## src/rtl/bcd_converter.sv

```systemverilog
// Iterative binary-to-BCD converter (shift-add-3, one input bit per clock) feeding the display driver.
// Optional two's-complement input handling is enabled by defining BCD_CONVERTER_SIGNED_EN.
module bcd_converter #(
   parameter int WIDTH  = 8,
   parameter int DIGITS = 4
) (
   input  logic                  clk,
   input  logic                  rst_btn,
   input  logic                  start,
   input  logic [WIDTH-1:0]      value,
   output logic                  busy,
   output logic                  done,
   output logic [4*DIGITS-1:0]   bcd,
   output logic [DIGITS-1:0]     blank,
   output logic                  overflow,
   output logic                  neg
);

   localparam int                  CNT_W     = $clog2(WIDTH + 1);
   localparam logic [CNT_W-1:0]    CNT_LOAD  = CNT_W'(WIDTH);
   localparam logic [CNT_W-1:0]    CNT_LAST  = CNT_W'(1);
   localparam logic [DIGITS-1:0]   BLANK_RST = {{(DIGITS-1){1'b1}}, 1'b0};

   typedef enum logic [1:0] {
      IDLE  = 2'd0,
      SHIFT = 2'd1,
      DONE  = 2'd2
   } state_t;

   state_t                 state_r;
   state_t                 state_s;
   logic [WIDTH-1:0]       bin_r;
   logic [4*DIGITS-1:0]    scratch_r;
   logic [CNT_W-1:0]       cnt_r;
   logic                   ovf_r;

   logic [WIDTH-1:0]       mag_s;
   logic [4*DIGITS-1:0]    adj_s;
   logic [4*DIGITS-1:0]    shift_scratch_s;
   logic [WIDTH-1:0]       shift_bin_s;
   logic                   carry_s;
   logic [DIGITS-1:0]      blank_s;

   // Per-digit correction: each digit is adjusted independently, no carry between digits.
   function automatic logic [3:0] add3(input logic [3:0] d);
      logic [3:0] r;
      if (d >= 4'd5) begin
         r = d + 4'd3;
      end else begin
         r = d;
      end
      return r;
   endfunction

   // Magnitude of the input value that enters the binary shift register.
`ifdef BCD_CONVERTER_SIGNED_EN
   always_comb begin
      mag_s = value;
      if (value[WIDTH-1]) begin
         // -2^(WIDTH-1) maps to 2^(WIDTH-1), which still fits unsigned in WIDTH bits
         mag_s = ~value + {{(WIDTH-1){1'b0}}, 1'b1};
      end else begin
         mag_s = value;
      end
   end
`else
   always_comb begin
      mag_s = value;
   end
`endif

   // One shift-add-3 step: adjust digits, then shift {scratch, binary} left by one.
   always_comb begin
      adj_s = '0;
      for (int i = 0; i < DIGITS; i++) begin
         adj_s[4*i +: 4] = add3(scratch_r[4*i +: 4]);
      end
      shift_scratch_s = {adj_s[4*DIGITS-2:0], bin_r[WIDTH-1]};
      shift_bin_s     = {bin_r[WIDTH-2:0], 1'b0};
      carry_s         = adj_s[4*DIGITS-1];
   end

   // Leading-zero mask: a digit blanks when it and every digit above it are zero.
   always_comb begin
      logic zero_above;
      blank_s    = '0;
      zero_above = 1'b1;
      for (int i = DIGITS - 1; i >= 0; i--) begin
         zero_above = zero_above & (scratch_r[4*i +: 4] == 4'd0);
         blank_s[i] = zero_above;
      end
      blank_s[0] = 1'b0;
   end

   // Next-state logic.
   always_comb begin
      state_s = state_r;
      case (state_r)
         IDLE: begin
            if (start) begin
               state_s = SHIFT;
            end else begin
               state_s = IDLE;
            end
         end
         SHIFT: begin
            if (cnt_r == CNT_LAST) begin
               state_s = DONE;
            end else begin
               state_s = SHIFT;
            end
         end
         DONE:    state_s = IDLE;
         default: state_s = IDLE;
      endcase
   end

   // State register.
   always_ff @(posedge clk or negedge rst_btn) begin
      if (!rst_btn) begin
         state_r <= IDLE;
      end else begin
         state_r <= state_s;
      end
   end

   // Datapath and registered outputs; results only move at the DONE edge.
   always_ff @(posedge clk or negedge rst_btn) begin
      if (!rst_btn) begin
         bin_r     <= '0;
         scratch_r <= '0;
         cnt_r     <= '0;
         ovf_r     <= 1'b0;
         busy      <= 1'b0;
         done      <= 1'b0;
         bcd       <= '0;
         blank     <= BLANK_RST;
         overflow  <= 1'b0;
      end else begin
         done <= 1'b0;
         case (state_r)
            IDLE: begin
               if (start) begin
                  bin_r     <= mag_s;
                  scratch_r <= '0;
                  ovf_r     <= 1'b0;
                  cnt_r     <= CNT_LOAD;
                  busy      <= 1'b1;
               end
            end
            SHIFT: begin
               scratch_r <= shift_scratch_s;
               bin_r     <= shift_bin_s;
               cnt_r     <= cnt_r - CNT_LAST;
               if (carry_s) begin
                  ovf_r <= 1'b1;
               end
            end
            DONE: begin
               bcd      <= scratch_r;
               blank    <= blank_s;
               overflow <= ovf_r;
               done     <= 1'b1;
               busy     <= 1'b0;
            end
            default: begin
               busy <= 1'b0;
            end
         endcase
      end
   end

`ifdef BCD_CONVERTER_SIGNED_EN
   logic neg_pend_r;

   // Sign captured with the value, published alongside the digits.
   always_ff @(posedge clk or negedge rst_btn) begin
      if (!rst_btn) begin
         neg_pend_r <= 1'b0;
         neg        <= 1'b0;
      end else if (state_r == IDLE && start) begin
         neg_pend_r <= value[WIDTH-1];
      end else if (state_r == DONE) begin
         neg <= neg_pend_r;
      end
   end
`else
   assign neg = 1'b0;
`endif

endmodule

```

## config.mk

```make
export PLATFORM = sky130hd
export DESIGN_NAME = bcd_converter
export DESIGN_NICKNAME = d
export VERILOG_FILES = /design/src/rtl/bcd_converter.sv
export SDC_FILE = /design/constraint.sdc
export NUM_CORES = 1
export LEC_CHECK = 0
export ABC_AREA = 1
export BUFFER_PORTS_ARGS = -buffer_cell sky130_fd_sc_hd__buf_2
export CAP_MARGIN = 20
export CORE_ASPECT_RATIO = 2
export CORE_MARGIN = 2
export CORE_UTILIZATION = 45
export CTS_CLUSTER_DIAMETER = 40
export DETAILED_ROUTE_END_ITERATION = 10
export PLACE_DENSITY = 0.75
export SYNTH_ARGS = -nofsm -noshare
export SYNTH_HDL_FRONTEND = slang
export SYNTH_SLANG_ARGS = --single-unit
```

## constraint.sdc

```tcl
create_clock -name clk -period 1.8 [get_ports clk]
set_clock_uncertainty 0.1 [all_clocks]
set_input_delay 0.36 -clock clk [delete_from_list [all_inputs] [get_ports clk]]
set_output_delay 0.36 -clock clk [all_outputs]
set_load 0.1 [all_outputs]
```

==> flow_summary.toml <==
[run_status]
outcome = "finished clean"

[global_routing]
grt_pass1_wl_um = 8680
grt.overflow.total = 0
grt_antenna_before_repair = 0
grt_max_degree = 30
track_usage_pct = 17.3
grt_pass1_vias = 1980

[synthesis]
ys.warnings.count = 0
yosys_register_bits = 53
synthCells = 314
syn_area_um2 = 2600
syn_avg_cell_area_um2 = 8.28
yosysSeqAreaShare_pct = 51.2
synth_cell_types = 24

[placed_design]
gp_congestion = 0.877
place_ws_ns = 0.392
hpwl_um = 3630
port-buffer-count = 32

[cts]
tritoncts = "done"
cts-buffers-inserted = 5
postCtsSetupBuffers = 0
cts.sinks = 53
h-tree-depth = 2
clock_path_buffers = 2
cts-root-buf = "clkbuf_16"
worstSkewPairLatency_ns = 0.29
cts.reportedPaths.clkPinSlew_ns = 0.07

[sta]
whs_ns = 0.228
setup_viol = 0
worst_slack_ns = 0.0955
maxSlewViolCount = 0
rsz0062_at_grt = "false"
tns_ns = 0
fmax_ghz = 0.587
min_period_ns = 1.70
final_hold_viol_count = 0
period_share_pct = 94.7

[finish]
syn2layout_area_growth_pct = 13.8
utilization_pct = 52.3
final_nets = 372
n_antenna_cell = 0
drive_above_1_share_pct = 16.3

[detailed_routing]
drtIter0Drc = 55
wire_per_inst_um = 12.0
wirelength_um = 4940
detail-route-antenna-nets = 0
vias = 2112
drtPass1Iterations = 4
viasPerCell = 5.14
drc = 0

[setup_path]
crit_type = "register to output port"
crit_fanout = 2
critPathLaunchType = "register"
crit_buf_inv = 1
crit_slowest_cell = "dfstp_2"
cp-end-kind = "output port"
cpLargestDelayFamily = "flip-flops"
cp_data_arrival_time_ns = 1.24
r2r_setup_slack_ns = 0.39
crit_required_ns = 1.34
cpPeakStageDelay_ns = 0.53
worstPathCellList = "buf_2"

[hold_path]
hold_path_class = "input pin to register"

[floorplanning]
initial_utilization_pct = 45.9
core-area_um2 = 5660
row_count = 39
io_pins = 35
dieHeight_um = 111
die_x_um = 57.8
fp.dieArea_um2 = 6440

[job]
max-cap-violations = 0
[repair_timing]
item                                   4_1_cts  5_1_grt
resized for setup                            0        0
hold buffers                                 1        0
endpoints found under the hold margin       15        0
[cells in the mapped netlist]
cell      count  share of area (%)
a21oi_1       2               0.39
inv_4         1               0.24
nand2_4       2               0.87
o22ai_1       1               0.24
nor2_1        8                1.2
nand2_1     105                 15
nor3_1        2               0.39
buf_2         4               0.77
nand3_1      28                5.4
conb_1        1               0.14
buf_6         3                1.3
o211ai_1      1               0.29
dfstp_2       3                3.0
buf_4         3               0.87
inv_2         3               0.43
or2_2         1               0.24
nand2_2       2               0.48
dfrtp_1      50                 48
o22ai_2       1               0.48
nand4_1       7                1.7
ha_1         12                5.8
o21ai_0      28                5.4
o21ai_1      11                2.1
inv_1        35                5.1
[final timing paths]
check / startpoint / endpoint / cells past startpoint
worst max-delay path: blank[1]$_DFFE_PN1P_ / blank[1] / 1
worst max register to register: state_r[1]$_DFF_PN0_ / scratch_r[15]$_DFFE_PN0P_ / 5
worst min register to register: blank[3]$_DFFE_PN1P_ / blank[3]$_DFFE_PN1P_ / 2
max in group asynchronous: rst_btn / blank[2]$_DFFE_PN1P_ / 3
min in group asynchronous: rst_btn / scratch_r[0]$_DFFE_PN0P_ / 2
worst min-delay path: value[0] / bin_r[0]$_DFFE_PN0P_ / 3
[stage by stage]
step	std cells	instance area [µm²]
6_report	411	2960
5_1_grt	411	2960
4_1_cts	411	2960
3_5_place_dp	402	2810
3_3_place_gp	402	2810
2_1_floorplan	315	2600
[metal layers]
layer	routed length, µm	up-vias	global-route usage (%)
li1	-	1068	-
met1	2010	994	19.4
met2	2620	38	29.4
met3	154	12	3.37
met4	163	0	9.77
met5	0	-	0
[cell type report]
| cell class | count | area [µm²] |
|---|---|---|
| Fill cell | 538 | 2700 |
| Inverter | 39 | 149 |
| Sequential cell | 53 | 1330 |
| Multi-Input combinational cell | 213 | 1050 |
| Clock inverter | 3 | 17.5 |
| Clock buffer | 5 | 125 |
| Tap cell | 61 | 76.3 |
| Timing Repair Buffer | 37 | 213 |
[worst reg2reg max path, delay by kind of cell, from the launching register on]
| kind | cells | cell delay (ns) |
|---|---|---|
| simple gates | 1 | 0.13 |
| buf+inv | 2 | 0.41 |
| flops | 1 | 0.40 |
| compound gates | 2 | 0.31 |
[logic make-up (layout without fill, tap and decap cells)]
| kind of cell | after synthesis | count (layout) | synth area share (%) |
|---|---|---|---|
| and+or+nand+nor | 155 | 155 | 25.4 |
| DFF | 53 | 53 | 51.2 |
| buffers and inverters | 49 | 84 | 8.66 |
| AOI/OAI and AO/OA | 44 | 44 | 8.90 |
| adders and majority gates | 12 | 12 | 5.77 |
| other | 1 | 2 | 0.144 |
[placed cells by master, fill, tap and decap left out, drive strengths merged, types with 3 or more instances in the layout]
cell and count:
dfrtp 50, o21ai 39, inv 39, nand3 28, dfstp 3, clkbuf 5
nand2 109, ha 12, buf 36, nor2 8, nand4 7
[flip-flops by register name, indices dropped and copies added, names as in the netlist]
name and cells:
bcd 16, overflow 1, done 1, scratch_r 16, cnt_r 4, ovf_r 1
busy 1, bin_r 8, blank 3, state_r 2
Power is not shown: default switching activity piles up to over one toggle a cycle in this logic, so the estimate is an artifact.
